### src/rtl/banked_register_file_if.sv
// banked_register_file_if: write, read, PC and context-engine signals of the banked register file
interface banked_register_file_if #(
    parameter int REG_WIDTH = 16,
    parameter int REG_COUNT = 8,
    parameter int RD_PORTS = 2,
    parameter int BANKS = 2
);
    localparam int LANES = REG_WIDTH / 8;
    localparam int AW = REG_COUNT > 1 ? $clog2(REG_COUNT) : 1;
    localparam int BW = BANKS > 1 ? $clog2(BANKS) : 1;
    logic [LANES-1:0] wr_en;
    logic [AW-1:0] wr_addr;
    logic [REG_WIDTH-1:0] wr_data;
    logic [RD_PORTS*AW-1:0] rd_addr;
    logic [RD_PORTS-1:0] rd_size;
    logic [RD_PORTS*REG_WIDTH-1:0] rd_data;
    logic pc_inc;
    logic [REG_WIDTH-1:0] pc_out;
    logic ctx_start;
    logic ctx_copy;
    logic [BW-1:0] ctx_target;
    logic ctx_busy;
    logic ctx_done;
    logic [BW-1:0] active_bank;
    logic wr_drop;
    modport master (
        output wr_en, wr_addr, wr_data, rd_addr, rd_size, pc_inc, ctx_start, ctx_copy, ctx_target,
        input rd_data, pc_out, ctx_busy, ctx_done, active_bank, wr_drop
    );
    modport slave (
        input wr_en, wr_addr, wr_data, rd_addr, rd_size, pc_inc, ctx_start, ctx_copy, ctx_target,
        output rd_data, pc_out, ctx_busy, ctx_done, active_bank, wr_drop
    );
endinterface

### src/rtl/banked_register_file.sv
// banked_register_file: multi-bank register file with shared PC, byte-lane writes, bypassed reads and a bank copy/switch engine
module banked_register_file #(
    parameter int REG_WIDTH = 16,
    parameter int REG_COUNT = 8,
    parameter int RD_PORTS = 2,
    parameter int BANKS = 2,
    parameter int PC_ADDR = REG_COUNT - 1,
    parameter int PC_STEP = 2,
    parameter int PC_RESET = 0
) (
    input logic clk,
    input logic rst,
    banked_register_file_if.slave bus
);
    localparam int LANES = REG_WIDTH / 8;
    localparam int AW = REG_COUNT > 1 ? $clog2(REG_COUNT) : 1;
    localparam int BW = BANKS > 1 ? $clog2(BANKS) : 1;
    typedef enum logic [1:0] {IDLE, COPY, SWITCH} state_t;
    state_t state, state_nxt;
    logic [REG_WIDTH-1:0] regs [BANKS][REG_COUNT];
    logic [REG_WIDTH-1:0] pc;
    logic [BW-1:0] active, target, target_nxt, req_bank;
    logic [AW-1:0] idx, idx_nxt;
    logic busy, done, drop;
    logic wr_any, wr_in_range, wr_pc, wr_reg, wr_drop_now;
    function automatic logic [REG_WIDTH-1:0] merge(
        input logic [REG_WIDTH-1:0] old,
        input logic [REG_WIDTH-1:0] data,
        input logic [LANES-1:0] en
    );
        logic [REG_WIDTH-1:0] r;
        r = old;
        for (int i = 0; i < LANES; i++) r[8*i +: 8] = en[i] ? data[8*i +: 8] : old[8*i +: 8];
        return r;
    endfunction
    assign busy = state != IDLE;
    assign wr_any = |bus.wr_en;
    assign wr_pc = wr_any && bus.wr_addr == AW'(PC_ADDR);
    assign wr_in_range = {1'b0, bus.wr_addr} < (AW+1)'(REG_COUNT);
    assign wr_reg = wr_any && wr_in_range && !wr_pc && !busy;
    assign wr_drop_now = wr_any && wr_in_range && !wr_pc && busy;
    // a nonexistent target bank degenerates to a request for the bank already active
    assign req_bank = {1'b0, bus.ctx_target} < (BW+1)'(BANKS) ? bus.ctx_target : active;
    always_ff @(posedge clk) begin
        if (rst) begin
            state <= IDLE;
            target <= '0;
            idx <= '0;
        end else begin
            state <= state_nxt;
            target <= target_nxt;
            idx <= idx_nxt;
        end
    end
    always_comb begin
        state_nxt = state;
        target_nxt = target;
        idx_nxt = idx;
        if (state == IDLE && bus.ctx_start) begin
            target_nxt = req_bank;
            idx_nxt = '0;
            state_nxt = bus.ctx_copy && req_bank != active ? COPY : SWITCH;
        end else if (state == COPY) begin
            idx_nxt = idx + AW'(1);
            state_nxt = idx == AW'(REG_COUNT - 1) ? SWITCH : COPY;
        end else if (state == SWITCH) begin
            state_nxt = IDLE;
        end
    end
    always_ff @(posedge clk) begin
        if (rst) begin
            active <= '0;
            done <= 1'b0;
            drop <= 1'b0;
            pc <= REG_WIDTH'(PC_RESET);
            for (int b = 0; b < BANKS; b++)
                for (int r = 0; r < REG_COUNT; r++) regs[b][r] <= '0;
        end else begin
            done <= state == SWITCH;
            drop <= wr_drop_now;
            if (state == SWITCH) active <= target;
            pc <= wr_pc ? merge(pc, bus.wr_data, bus.wr_en) : bus.pc_inc ? pc + REG_WIDTH'(PC_STEP) : pc;
            if (wr_reg) regs[active][bus.wr_addr] <= merge(regs[active][bus.wr_addr], bus.wr_data, bus.wr_en);
            // the PC slot is skipped but still costs its cycle, keeping copy latency fixed
            if (state == COPY && idx != AW'(PC_ADDR)) regs[target][idx] <= regs[active][idx];
        end
    end
    for (genvar p = 0; p < RD_PORTS; p++) begin : g_rd
        logic [AW-1:0] a;
        logic [REG_WIDTH-1:0] word, hit;
        logic is_pc, in_range, bypass;
        assign a = bus.rd_addr[p*AW +: AW];
        assign is_pc = a == AW'(PC_ADDR);
        assign in_range = {1'b0, a} < (AW+1)'(REG_COUNT);
        assign word = is_pc ? pc : in_range ? regs[active][a] : '0;
        assign bypass = is_pc ? wr_pc : wr_reg && bus.wr_addr == a;
        assign hit = bypass ? merge(word, bus.wr_data, bus.wr_en) : word;
        assign bus.rd_data[p*REG_WIDTH +: REG_WIDTH] = bus.rd_size[p] ? hit : {{(REG_WIDTH-8){hit[7]}}, hit[7:0]};
    end
    assign bus.pc_out = pc;
    assign bus.ctx_busy = busy;
    assign bus.ctx_done = done;
    assign bus.active_bank = active;
    assign bus.wr_drop = drop;
endmodule

### src/flat_wrapper.sv
// flat-port wrapper written by rule: the top's interface ports become plain ports
module banked_register_file_flat 
#(
    parameter int REG_WIDTH = 16,
    parameter int REG_COUNT = 8,
    parameter int RD_PORTS = 2,
    parameter int BANKS = 2,
    parameter int PC_ADDR = REG_COUNT - 1,
    parameter int PC_STEP = 2,
    parameter int PC_RESET = 0
)
  (clk, rst, bus_wr_en, bus_wr_addr, bus_wr_data, bus_rd_addr, bus_rd_size, bus_pc_inc, bus_ctx_start, bus_ctx_copy, bus_ctx_target, bus_rd_data, bus_pc_out, bus_ctx_busy, bus_ctx_done, bus_active_bank, bus_wr_drop);
  banked_register_file_if #(.REG_WIDTH(REG_WIDTH), .REG_COUNT(REG_COUNT), .RD_PORTS(RD_PORTS), .BANKS(BANKS)) bus_i ();
  input logic clk;
  input logic rst;
  input wire logic [$bits(bus_i.wr_en)-1:0] bus_wr_en;
  input wire logic [$bits(bus_i.wr_addr)-1:0] bus_wr_addr;
  input wire logic [$bits(bus_i.wr_data)-1:0] bus_wr_data;
  input wire logic [$bits(bus_i.rd_addr)-1:0] bus_rd_addr;
  input wire logic [$bits(bus_i.rd_size)-1:0] bus_rd_size;
  input wire logic [$bits(bus_i.pc_inc)-1:0] bus_pc_inc;
  input wire logic [$bits(bus_i.ctx_start)-1:0] bus_ctx_start;
  input wire logic [$bits(bus_i.ctx_copy)-1:0] bus_ctx_copy;
  input wire logic [$bits(bus_i.ctx_target)-1:0] bus_ctx_target;
  output wire logic [$bits(bus_i.rd_data)-1:0] bus_rd_data;
  output wire logic [$bits(bus_i.pc_out)-1:0] bus_pc_out;
  output wire logic [$bits(bus_i.ctx_busy)-1:0] bus_ctx_busy;
  output wire logic [$bits(bus_i.ctx_done)-1:0] bus_ctx_done;
  output wire logic [$bits(bus_i.active_bank)-1:0] bus_active_bank;
  output wire logic [$bits(bus_i.wr_drop)-1:0] bus_wr_drop;
  assign bus_i.wr_en = bus_wr_en;
  assign bus_i.wr_addr = bus_wr_addr;
  assign bus_i.wr_data = bus_wr_data;
  assign bus_i.rd_addr = bus_rd_addr;
  assign bus_i.rd_size = bus_rd_size;
  assign bus_i.pc_inc = bus_pc_inc;
  assign bus_i.ctx_start = bus_ctx_start;
  assign bus_i.ctx_copy = bus_ctx_copy;
  assign bus_i.ctx_target = bus_ctx_target;
  assign bus_rd_data = bus_i.rd_data;
  assign bus_pc_out = bus_i.pc_out;
  assign bus_ctx_busy = bus_i.ctx_busy;
  assign bus_ctx_done = bus_i.ctx_done;
  assign bus_active_bank = bus_i.active_bank;
  assign bus_wr_drop = bus_i.wr_drop;
  banked_register_file #(.REG_WIDTH(REG_WIDTH), .REG_COUNT(REG_COUNT), .RD_PORTS(RD_PORTS), .BANKS(BANKS), .PC_ADDR(PC_ADDR), .PC_STEP(PC_STEP), .PC_RESET(PC_RESET)) u_core (.clk(clk), .rst(rst), .bus(bus_i));
endmodule
### config.mk
export PLATFORM = sky130hd
export DESIGN_NAME = banked_register_file_flat
export DESIGN_NICKNAME = d
export VERILOG_FILES = /design/src/rtl/banked_register_file_if.sv /design/src/rtl/banked_register_file.sv /design/src/flat_wrapper.sv
export SDC_FILE = /design/constraint.sdc
export NUM_CORES = 1
export LEC_CHECK = 0
export CAP_MARGIN = 30
export CORE_UTILIZATION = 30
export CTS_CLUSTER_SIZE = 8
export DETAILED_ROUTE_END_ITERATION = 6
export PLACE_DENSITY = 0.44
export SETUP_SLACK_MARGIN = 0.3
export SLEW_MARGIN = 20
export SYNTH_ARGS = -nofsm -noshare
export SYNTH_HDL_FRONTEND = slang
export SYNTH_SLANG_ARGS = --single-unit
export TNS_END_PERCENT = 30
### constraint.sdc
create_clock -name clk -period 4.01 [get_ports clk]
set_input_delay 0.802 -clock clk [delete_from_list [all_inputs] [get_ports clk]]
set_output_delay 0.802 -clock clk [all_outputs]
set_load 0.02 [all_outputs]
Word-level counts from Yosys, hierarchy flattened
Memory sizes are Yosys's and may differ from the RTL's. A register that Yosys moved wholly into a read port is not among the register bits.
Index checks and enable logic that the tools add are counted.
{"block": "classes", "addsub": 2, "multipliers": 0, "div": 0, "n_lt_le_gt_ge": 6, "n_eq_ne": 12, "shifts": 0, "mux": 55, "bitwise_logic": 4, "n_reduce_logical": 23}
{"cell": "$mux 128", "n": 6}
{"cell": "$mux 16", "n": 18}
{"cell": "$reduce_or 128->1", "n": 2}
{"cell": "$bmux 16 s3", "n": 4}
{"cell": "$demux 16 s3", "n": 2}
{"cell": "$mux 8", "n": 8}
{"cell": "$add 16x2->16 const B", "n": 1}
{"cell": "$ge 4x4->1 const B", "n": 4}
{"cell": "$not 3->4", "n": 4}
{"cell": "$eq 3x3->1 const B", "n": 4}
{"cell": "$mux 1", "n": 12}
{"cell": "$logic_and 1x1->1", "n": 11}
{"cell": "$mux 2", "n": 5}
{"cell": "$lt 4x1->1 const B", "n": 2}
{"cell": "$eq 3x3->1", "n": 2}
{"cell": "$ne 2x2->1 const B", "n": 2}
{"cell": "$reduce_and 2->1", "n": 2}
{"cell": "$reduce_bool 2->1", "n": 2}
{"cell": "$reduce_or 2->1", "n": 2}
{"cell": "$add 3x1->3 const B", "n": 1}
{"cell": "$ne 3x3->1 const B", "n": 1}
{"cell": "$reduce_bool 3->1", "n": 1}
{"cell": "$eq 2x1->1 const B", "n": 1}
{"cell": "$eq 2x2->1 const B", "n": 1}
{"cell": "3 further kinds", "n": 4}
{"block": "word_totals", "register_bits": 25, "latch_bits": 0, "ramBits": 256, "mem_bits_ro": 0, "in_bits": 35, "mem_count": 1}
{"name": "u_core.regs", "words": 2, "width": 128, "rd": 1, "rd_clocked_by_memory_dff": 1, "wr": 2, "line": "banked_register_file.sv:20", "source": "logic [REG_WIDTH-1:0] regs [BANKS][REG_COUNT];"}

Longest topological paths before layout
Gate-level depths: netlist of run 1.
{"block": "logic_depth", "ltp_word": 11, "ltp_mapped": 12, "ltp_nobuf": 8}

Worst setup path after synthesis of run 1
No wires, ideal clock.
{"block": "synth_path", "path_kind": "input -> output", "startpoint": "input port bus_rd_addr[2]", "endpoint": "output port bus_rd_data[10]", "arrival_ps": 2894, "setup_slack_ps": 314, "stages": 8, "n_path_buf": 2, "cell_sequence": "buf_2 or3b_2 a21o_1 a31oi_2 mux2i_1 nor2b_1 clkbuf_2 a221o_1"}
{"block": "synth_via", "elab_chain_len": 8, "elab_cells_between_ends": 13}
{"element": "start: declaration", "line": "flat_wrapper.sv:19", "source": "input wire logic [$bits(bus_i.rd_addr)-1:0] bus_rd_addr;"}
{"element": "$not 3->4 (implied by the code)", "line": "banked_register_file.sv:95", "source": "assign word = is_pc ? pc : in_range ? regs[active][a] : '0;"}
{"element": "$bmux 16 s3", "line": "banked_register_file.sv:95"}
{"element": "$mux 16 (implied by the code) (2 in a row)", "line": "banked_register_file.sv:95"}
{"element": "$mux 16", "line": "banked_register_file.sv:95"}
{"element": "$mux 8", "line": "banked_register_file.sv:33", "source": "for (int i = 0; i < LANES; i++) r[8*i +: 8] = en[i] ? data[8*i +: 8] : old[8*i +: 8];"}
{"element": "$mux 16 (*)", "line": "banked_register_file.sv:97", "source": "assign hit = bypass ? merge(word, bus.wr_data, bus.wr_en) : word;"}
{"element": "$mux 16 (*)", "line": "banked_register_file.sv:98", "source": "assign bus.rd_data[p*REG_WIDTH +: REG_WIDTH] = bus.rd_size[p] ? hit : {{(REG_WIDTH-8){hit[7]}}, hit[7:0]};"}
{"element": "end: declaration", "line": "flat_wrapper.sv:25", "source": "output wire logic [$bits(bus_i.rd_data)-1:0] bus_rd_data;"}
Every way passes the cells marked *; elsewhere a longest branch is shown, timed or not. The select of a mux whose other input is x is not followed.

==> out/summary.txt, run 1 <==
Share of layout cells above drive strength 1 = 0.316
Mux contribution to synthesized area = 0.214
Placer Congestion = 0.948
Mapped cell area = 0.0169 mm²
CTS tree = done
Synth Warn # = 0
Syn avg cell area = 12.1 µm²
Cell variety after synth = 84
Tcrit/Tclk final = 0.998
Post-Synth Simple-Gate Area = 0.111
Worst Setup EP = bus_rd_data[9]
Total track usage = 0.262
First-pass GRT wire length = 104000 µm
Asr flop ratio synth = 0
Xor/xnor share of the synthesized area = 0.00311
Post-synth top area share = 0.456
Vias in the first global route = 13.3k
DR DRC count = 0
Fin. Hold Viols = 0
Pleak = 0.00744 µW
Detailed placement HPWL = 52500 µm
Core area = 0.0553 mm²
Hold_buf cts = 0
Skew final = 46.4 ps
Top FF cell, synth = edfxtp_1
R2r endpoint = u_core.regs[1][1]
Peak VDD IR = 0.237 mV
Cell Rows = 86
Die height = 239 µm
Met1 WL = 31000 µm
Register area share after synthesis = 0.487
Pwr Density = 422 mW/mm²
Flop2flop setup slack = 580 ps
Post-Synth Adder-Cell Area = 0.00445
Starting density of the core = 0.305
Number of instances in the placed design = 2272
Antenna violations before repair = 7
Top cells by area, synth = edfxtp_1 46%, mux4_2 10%, mux2i_1 5.7%
Finish-stage setup viols = 0
Compound-Gate Fraction of Synth Area = 0.131
Required time worst endpoint = 3210 ps
Worst-margin pin slew = 948 ps
EDFF count, synth = 256
Pin count of the biggest net entering global routing = 33
Worst r2r src = u_core.idx[0]
Clock Path Buffers = 3
CTS sink cnt = 282
DR vias/cell = 5.80
Startpoint Class = flop
CP bufs+invs = 5
Met2 wire length = 34000 µm
Clock root buffer master = clkbuf_16
Die area = 0.0572 mm²
Number of I/O pins = 87
Num CTS Buffers = 42
Final #Nets = 1637
Largest family of logic cells by synthesized area = multiplexers
WL/cell = 31.7 µm
WL final = 74700 µm
Top Layer Used = met5
Slowest cell on crit path = mux4_2
Post-layout minimum cycle time = 4000 ps
Worst min path class = reg2reg
H-tree depth = 2
Max incr delay on CP = 470 ps
Layout Cells excl Fill = 2358
Clock latency on the worst-skew pair = 600 ps
Cell family with most CP delay = multiplexers
Detail Route Antenna Nets = 0
Status = completed
Post-synthesis instance total = 1397
Final setup TNS = 0 ps
Most used cell, CP = buf_6
Critical path arrival = 3200 ps
Final Slew Violations = 0
Worst R2R Path Depth = 9
Largest area contributor in the netlist = edfxtp_1
Vias = 13.7k
Maxcap violations = 0
Antenna Cells = 0
Syn nets = 1438
Layout area overhead = 25.8%
Worst-path maximum fanout = 5
Achievable Freq = 250 MHz
Critical path cell sequence = buf_12 -> buf_8 -> mux2i_4 -> mux4_2 -> mux2_4 -> mux2i_2 -> nor2b_1 -> buf_4 -> buf_6 -> a221o_1 -> buf_6
Max-slew headroom = 0.365
Critical Path End Type = output port
Global route total overflow = 0
Synth Register Bits = 282
Clock transition at path regs = 50 ps
WHS Path Cells = 2
Critical path class = reg2out
Hold slack = 510 ps
Met3 wire length = 6950 µm
Port buffer count = 86
First-iteration detailed-routing DRC count = 1610
First drt pass iteration count = 5
Die W = 239 µm
Util after Layout = 0.384
Stages on worst setup path = 11
RSZ-0062 raised after global routing = yes
## worst register-to-register path, stage by stage, from the launching register on
cell and delay [ps]:
dfxtp_1 480, ha_1 300, ha_1 210, nor2b_1 190
buf_4 260, or3_4 300, buf_4 220, nor4_2 70
a221oi_2 720, inv_1 300
## kinds of logic (layout without fill, tap and decap cells)
group                    Yosys count  in the layout
XOR/XNOR                           6              6
AND/OR/NAND/NOR                  405            405
AO/OA/AOI/OAI                    294            294
flip-flops                       282            282
multiplexers                     250            250
buffers and inverters            154            367
adder cells (fa/ha/maj)            6              6
## state kept, by name, indices dropped and copies added (netlist names), named ones only
signal	flops
u_core.regs	256
u_core.bus.pc_out	16
u_core.idx	3
u_core.state	2
u_core.bus.active_bank	1
u_core.bus.ctx_done	1
u_core.bus.wr_drop	1
u_core.target	1
## cells in the final DEF (no fill, tap or decap), drive strengths merged, types with 7 or more instances in the layout
cell type      count
a22oi             29
nor4               8
o21a               8
mux2i             96
buf              221
clkbuf            52
a221oi            23
and3               7
o2bb2ai            7
a211oi            17
nand2             80
a31oi             10
edfxtp           256
clkdlybuf4s50     44
nor3              12
o21ai             51
inv               40
mux4              79
o211ai             7
nor2             204
a221o             16
o22ai             41
nor2b              9
mux2              75
a21oi             43
nand3b             7
nand3             19
nand2b            27
dfxtp             26
## power breakdown
group / internal, µW / total, µW / switching (µW)
clock: 1900 / 3250 / 1360
combinational: 792 / 2020 / 1230
sequential: 3540 / 3670 / 128
total: 6230 / 8940 / 2710
## area by class of cell
type	instances	area [µm²]
Multi-Input combinational cell	961	8160
Tap cell	748	936
Timing Repair Buffer	270	2600
Clock buffer	51	1080
Sequential cell	282	8210
Clock inverter	7	75.1
Fill cell	5380	34100
Inverter	39	146
## per-layer routing
layer,track usage,vias up
met5,0,-
met4,0.0987,2
met3,0.0531,152
met2,0.412,737
met1,0.354,6991
li1,-,5801
## how the worst min path moves through the flow
| stage | to | slack [ps] | startpoint |
|---|---|---|---|
| after floorplan | u_core.target | 470 | u_core.target |
| after CTS | u_core.bus.pc_out[0] | 520 | u_core.bus.pc_out[0] |
| after global routing | u_core.bus.pc_out[0] | 560 | u_core.bus.pc_out[0] |
| after global placement | u_core.bus.pc_out[0] | 510 | u_core.bus.pc_out[0] |
| after detailed placement | u_core.bus.pc_out[0] | 510 | u_core.bus.pc_out[0] |
| final | u_core.bus.pc_out[0] | 510 | u_core.bus.pc_out[0] |
## synthesized netlist by cell type, types with 6 or more instances
cell and number:
edfxtp_1 256, nor2_1 203, mux2i_1 96, nand2_1 79, mux4_2 76, mux2_2 73
o21ai_0 50, clkbuf_1 41, o22ai_1 41, a21oi_1 40, inv_1 37, a22oi_1 29
nand2b_1 27, dfxtp_1 26, buf_6 24, buf_2 23, nand3_1 19, a211oi_1 16
a221o_1 16, a221oi_1 15, buf_1 12, buf_4 11, nor3_1 11, nor2b_1 9
o21a_1 8, a31oi_1 7, nand3b_1 7, o211ai_1 7, o2bb2ai_1 7, a22o_1 6
and3_1 6, ha_1 6, nand4_1 6
## timing repair
action / in CTS / in global routing
gates cloned: 2 / 1
pin swaps: 5 / 7
setup buffers: 15 / 10
endpoints found under the setup margin: 32 / 25
gates resized for setup: 211 / 31
## metrics by stage
stage / area (µm²) / worst slack [ps] / power (µW)
after floorplan: 16900 / 314 / 4690
after global placement: 19400 / -136 / 5620
after detailed placement: 19400 / -109 / 5620
after CTS: 21000 / -35.5 / 8950
after global routing: 21200 / -49.9 / 9210
final: 21200 / 9.35 / 8940
(Power assumes the default switching activity.)
==> inputs of run 2 (changes only) <==
--- a/config.mk
+++ b/config.mk
@@ -6,10 +6,12 @@
 export NUM_CORES = 1
 export LEC_CHECK = 0
 export CAP_MARGIN = 30
-export CORE_UTILIZATION = 30
+export CELL_PAD_IN_SITES_DETAIL_PLACEMENT = 1
+export CELL_PAD_IN_SITES_GLOBAL_PLACEMENT = 2
+export CORE_UTILIZATION = 25
 export CTS_CLUSTER_SIZE = 8
 export DETAILED_ROUTE_END_ITERATION = 6
-export PLACE_DENSITY = 0.44
+export PLACE_DENSITY = 0.5
 export SETUP_SLACK_MARGIN = 0.3
 export SLEW_MARGIN = 20
 export SYNTH_ARGS = -nofsm -noshare
==> out/summary.txt, run 2 (synthesized netlist as in run 1, its figures left out) <==
Status = finished with violations
Failing checks = negative setup slack
Skew final = 32.5 ps (-13.9 ps)
Placed Area = 0.0199 mm² (+2.6%)
Switching Power = 2760 µW (+1.7%)
Peak VDD IR = 0.286 mV (+21%)
Most common cell after layout, fill and taps aside = edfxtp_1
Critical path class = reg2out
Max incr delay on CP = 450 ps (-20 ps)
Largest register FFs = 256 (unchanged)
WL/cell = 31.6 µm (-0.21%)
Die area = 0.0685 mm² (+20%)
Final Slew Violations = 0 (unchanged)
CTS tree = done
Required time worst endpoint = 3210 ps (about the same)
Worst R2R Path Depth = 8 (-1)
Share of layout cells above drive strength 1 = 0.324 (+0.00896)
Startpoint Class = flop
Vias in the first global route = 14.0k (+5.5%)
Antenna violations before repair = 0 (-7)
Top reg by flops = u_core.regs
Placer Congestion = 0.908 (-4.2%)
Most frequent cells in the layout = 256 x edfxtp_1, 204 x buf_4, 195 x nor2_1
Tcrit/Tclk final = 1.00 (+0.00641)
Worst min path class = reg2reg
Post-place setup slack = -243 ps (-134 ps)
Core area = 0.0662 mm² (+20%)
Cell Rows = 94 (+9.3%)
Port buffer count = 86 (unchanged)
Number of I/O pins = 87 (unchanged)
DR vias/cell = 5.50 (-5.3%)
Clock transition at path regs = 60 ps (about the same)
Clock share of power = 0.366 (+0.002)
Fillers = 7155 (+33%)
First-pass GRT wire length = 111000 µm (+7.3%)
Cell family with most CP delay = multiplexers
Pin count of the biggest net entering global routing = 34 (+3.0%)
Clock Path Buffers = 3 (unchanged)
Worst r2r src = u_core.idx[1]
Total track usage = 0.232 (-0.0295)
Pleak = 0.00764 µW (+2.7%)
HP Start = u_core.target
Fin. Hold Viols = 0 (unchanged)
Critical path arrival = 3220 ps (+20 ps)
Storage cell area = 0.00821 mm² (unchanged)
Die W = 262 µm (+9.5%)
Worst-margin pin slew = 1070 ps (+117 ps)
DR DRC count = 0 (unchanged)
Pwr Density = 420 mW/mm² (-0.41%)
WHS Path Cells = 2 (unchanged)
Layout area overhead = 28.5%
Gate power share = 0.231 (+0.005)
Critical path cell sequence = buf_6 -> buf_12 -> mux2i_1 -> buf_4 -> mux4_2 -> mux2_4 -> mux2i_1 -> buf_4 -> nor2b_1 -> buf_4 -> buf_6 -> a221o_1 -> buf_6
First drt pass iteration count = 5 (unchanged)
Detailed placement HPWL = 58600 µm (+12%)
Area used by multi-input combinational logic = 0.00804 mm² (-1.5%)
Internal power = 6340 µW (+1.8%)
Sequential group share of total power = 0.403 (-0.007)
Hold Path End = u_core.target
WL final = 79800 µm (+6.8%)
Global route total overflow = 0 (unchanged)
Num CTS Buffers = 42 (unchanged)
Worst-path maximum fanout = 5 (unchanged)
First-iteration detailed-routing DRC count = 1222 (-24%)
CTS sink cnt = 282 (unchanged)
R2r endpoint = u_core.regs[1][40]
Maxcap violations = 0 (unchanged)
Clock latency on the worst-skew pair = 590 ps (about the same)
Critical Path End Type = output port
Slowest cell on crit path = mux4_2
Flop2flop setup slack = 330 ps (-250 ps)
Vias = 13.9k (+1.3%)
Final #Nets = 1688 (+3.1%)
PnR worst setup slack = -16.4 ps (-25.7 ps)
Switching share of power = 0.303 (-0.000308)
Max-slew headroom = 0.289 (-0.0760)
Hold_buf cts = 0 (unchanged)
Die height = 262 µm (+9.5%)
RSZ-0062 raised after global routing = yes
Final setup TNS = -29.1 ps (-29.1 ps)
CP bufs+invs = 7 (+2)
Post-route cell area = 0.0217 mm² (+2.2%)
Clock root buffer master = clkbuf_16
H-tree depth = 2 (unchanged)
Finish-stage setup viols = 2 (+2)
Post-layout minimum cycle time = 4030 ps (+25.7 ps)
Layout Cells excl Fill = 2523 (+7.0%)
Starting density of the core = 0.255 (-0.0503)
Number of instances in the placed design = 2437 (+7.3%)
Achievable Freq = 248 MHz (-0.64%)
Detail Route Antenna Nets = 0 (unchanged)
-- run 2: what timing repair did --
action	4_1_cts	5_1_grt
endpoints found under the setup margin	32	52
setup buffers	20	6
gates resized for setup	147	55
pin swaps	2	0
gates cloned	3	1
-- run 2: worst max path at each step --
stage / depth (start not counted) / slack, ps / endpoint / start
after floorplan: 8 / 310 / bus_rd_data[10] / bus_rd_addr[2]
after CTS: 13 / -130 / bus_rd_data[14] / flop
after global routing: 13 / -90 / bus_rd_data[9] / flop
after detailed placement: 9 / -240 / bus_rd_data[27] / bus_rd_addr[5]
final: 13 / -20 / bus_rd_data[9] / flop
after global placement: 9 / -280 / bus_rd_data[27] / bus_rd_addr[5]
-- run 2: final cells by class --
class | count | share of cell area
Sequential cell | 282 | 0.379
Multi-Input combinational cell | 961 | 0.371
Timing Repair Buffer | 321 | 0.139
Clock buffer | 50 | 0.0503
Tap cell | 864 | 0.0499
Inverter | 39 | 0.00675
Clock inverter | 5 | 0.00444
Antenna cell | 1 | 0.000115
-- run 2: tightest hold or removal path, stage by stage, from the launching register on --
cell and delay [ps]:
dfxtp_1 370, nand2_1 90, a21oi_1 60
-- run 2: routing by layer --
layer / track usage / vias up / routed length (µm)
li1: - / 5898 / -
met1: 0.336 / 7285 / 37400
met2: 0.348 / 565 / 34700
met3: 0.0434 / 116 / 5330
met4: 0.0730 / 0 / 2320
met5: 0 / - / 0
-- run 2: through the flow --
stage	hold slack [ps]	utilization	power (µW)
2_1_floorplan	466	-	4690
3_3_place_gp	536	0.300	5720
3_5_place_dp	551	0.300	5730
4_1_cts	566	0.324	9150
5_1_grt	610	0.327	9400
6_report	572	0.327	9100
-- run 2: power by group through the flow --
stage | Combinational [µW] | Sequential (µW) | Clock [µW]
after CTS | 2060 | 3660 | 3430
after floorplan | 1020 | 3670 | 0
after global routing | 2200 | 3690 | 3510
final | 2100 | 3670 | 3330
after detailed placement | 2010 | 3720 | 0
after global placement | 2010 | 3710 | 0
==> inputs of run 3 (changes only) <==
--- a/config.mk
+++ b/config.mk
@@ -8,10 +8,10 @@
 export CAP_MARGIN = 30
 export CELL_PAD_IN_SITES_DETAIL_PLACEMENT = 1
 export CELL_PAD_IN_SITES_GLOBAL_PLACEMENT = 2
-export CORE_UTILIZATION = 25
+export CORE_UTILIZATION = 33
 export CTS_CLUSTER_SIZE = 8
 export DETAILED_ROUTE_END_ITERATION = 6
-export PLACE_DENSITY = 0.5
+export PLACE_DENSITY = 0.63
 export SETUP_SLACK_MARGIN = 0.3
 export SLEW_MARGIN = 20
 export SYNTH_ARGS = -nofsm -noshare
==> out/summary.txt, run 3 (synthesized netlist as in run 1, its figures left out) <==
Clock root buffer master = clkbuf_16
Die area = 0.0520 mm² (-24%)
Post-place setup slack = -181 ps (+62.0 ps)
HP Start = u_core.bus.pc_out[0]
Worst-path maximum fanout = 14 (+9)
Maxcap violations = 0 (unchanged)
Post-layout minimum cycle time = 3880 ps (-144 ps)
Clock latency on the worst-skew pair = 570 ps (-20 ps)
WL/cell = 31.4 µm (-0.74%)
Worst r2r src = u_core.idx[0]
Critical path class = in2out
Skew final = 20.9 ps (-11.6 ps)
Most frequent cells in the layout = 256 x edfxtp_1, 197 x nor2_1, 172 x buf_4
Worst R2R Path Depth = 9 (+1)
Final #Nets = 1646 (-2.5%)
Internal power = 6180 µW (-2.5%)
Tcrit/Tclk final = 0.968 (-0.0360)
Core area = 0.0503 mm² (-24%)
Pleak = 0.00737 µW (-3.5%)
Port buffer count = 86 (unchanged)
Sequential group share of total power = 0.419 (+0.016)
Max-slew headroom = 0.340 (+0.0506)
Hold Path End = u_core.bus.pc_out[0]
Vias in the first global route = 13.5k (-3.4%)
Critical path arrival = 3080 ps (-140 ps)
Flop2flop setup slack = 600 ps (+270 ps)
PnR worst setup slack = 128 ps (+144 ps)
H-tree depth = 2 (unchanged)
RSZ-0062 raised after global routing = yes
Achievable Freq = 258 MHz (+3.7%)
Detail Route Antenna Nets = 0 (unchanged)
Most Crowded Layer GR = met1
DR vias/cell = 5.97 (+8.6%)
Status = completed
CTS sink cnt = 282 (unchanged)
WHS Path Cells = 2 (unchanged)
Layout area overhead = 24.2%
Critical path cell sequence = clkdlybuf4s50_1 -> xor2_1 -> a2111o_1 -> o21ai_2 -> buf_4 -> nand2_1 -> buf_12 -> a21oi_1 -> dlygate4sd2_1
Required time worst endpoint = 3210 ps (about the same)
Clock transition at path regs = 50 ps (about the same)
Startpoint Class = input pin
Most common cell after layout, fill and taps aside = edfxtp_1
Util after Layout = 0.417 (+0.0893)
Starting density of the core = 0.336 (+0.0808)
Cell family with most CP delay = buffers and inverters
Final setup TNS = 0 ps (+29.1 ps)
Post-route cell area = 0.0210 mm² (-3.4%)
Finish-stage setup viols = 0 (-2)
Global route total overflow = 0 (unchanged)
Switching Power = 2630 µW (-4.7%)
Fin. Hold Viols = 0 (unchanged)
Total track usage = 0.273 (+0.0407)
Vias = 13.6k (-1.6%)
Die height = 228 µm (-13%)
WL final = 71700 µm (-10%)
Share of layout cells above drive strength 1 = 0.306 (-0.0182)
Gate power share = 0.222 (-0.009)
First-pass GRT wire length = 102000 µm (-8.1%)
Grt met1 use = 0.407 (+0.0717)
Met3 Use GR = 0.0603 (+0.0168)
CP bufs+invs = 4 (-3)
Pin count of the biggest net entering global routing = 36 (+5.9%)
Max incr delay on CP = 460 ps (about the same)
CP startpoint = bus_rd_addr[5]
Clock Path Buffers = 3 (unchanged)
Num CTS Buffers = 41 (-2.4%)
Hold_buf cts = 0 (unchanged)
Worst min path class = reg2reg
Antenna violations before repair = 1 (+1)
Die W = 228 µm (-13%)
R2r endpoint = u_core.regs[1][21]
Met2 Use GR = 0.399 (+0.0510)
Top reg by flops = u_core.regs
Placed Area = 0.0193 mm² (-2.8%)
Largest register FFs = 256 (unchanged)
First drt pass iteration count = 5 (unchanged)
Pwr Density = 421 mW/mm² (+0.22%)
First-iteration detailed-routing DRC count = 1633 (+34%)
Placer Congestion = 0.957 (+5.3%)
Final Slew Violations = 0 (unchanged)
Number of I/O pins = 87 (unchanged)
Switching share of power = 0.298 (-0.00476)
Peak VDD IR = 0.272 mV (-5.1%)
Slowest cell on crit path = clkdlybuf4s50_1
Clock share of power = 0.360 (-0.006)
Cell Rows = 82 (-13%)
Worst-margin pin slew = 984 ps (-81.8 ps)
CTS tree = done
DR DRC count = 0 (unchanged)
Detailed placement HPWL = 53600 µm (-8.5%)
Critical Path End Type = output port
[run 3: changes by cell type in the layout (fill, tap and decap cells not counted), sizes merged]
cell         previous run  this run
buf                   267       217
clkinv                  2         3
dlygate4sd2             4        14
clkbuf                 53        49
bufbuf                  0         1
bufinv                  1         0
inv                    40        38
[run 3: through the flow]
step,hold slack [ps],power (µW),std cells
4_1_cts,580,8820,2280
3_3_place_gp,545,5570,2216
3_5_place_dp,569,5600,2218
2_1_floorplan,466,4690,1397
5_1_grt,601,9090,2285
6_report,574,8810,2286
[run 3: what timing repair did]
action,CTS,global route
buffers inserted,10,4
setup endpoints to repair,32,32
gates resized for setup,146,40
pin swaps,4,5
cloned,1,1
[run 3: tightest hold or removal path, cell delays in order, from the launching register on]
cell and delay, ps:
dfxtp_1 380, nand2_1 90, a21oi_1 60
[run 3: worst max-delay path by stage]
| stage | end | slack [ps] | cells past startpoint |
|---|---|---|---|
| final | bus_rd_data[19] | 130 | 9 |
| after CTS | bus_rd_data[30] | 110 | 8 |
| after global placement | bus_rd_data[20] | -130 | 9 |
| after floorplan | bus_rd_data[10] | 310 | 8 |
| after global routing | bus_rd_data[28] | 80 | 10 |
| after detailed placement | bus_rd_data[19] | -180 | 9 |
[run 3: layer usage]
metal	up-vias	part of all wire
met5	-	0.00018
met4	2	0.021
met3	88	0.091
met2	618	0.43
met1	7139	0.46
li1	5795	-
[run 3: power groups by stage]
stage / registers (µW) / clock network [µW] / logic (µW)
2_1_floorplan: 3670 / 0 / 1020
3_3_place_gp: 3710 / 0 / 1850
3_5_place_dp: 3730 / 0 / 1870
4_1_cts: 3680 / 3240 / 1900
5_1_grt: 3710 / 3330 / 2050
6_report: 3690 / 3170 / 1950
[run 3: cell type report]
type | instances | area [µm²]
inverter | 39 | 146
antenna | 1 | 2.50
sequential | 282 | 8210
clock buffer | 48 | 1070
fill | 5317 | 29300
timing repair buffer | 280 | 2520
clock inverter | 3 | 67.6
multi-input combinational | 961 | 8090
tap | 672 | 841
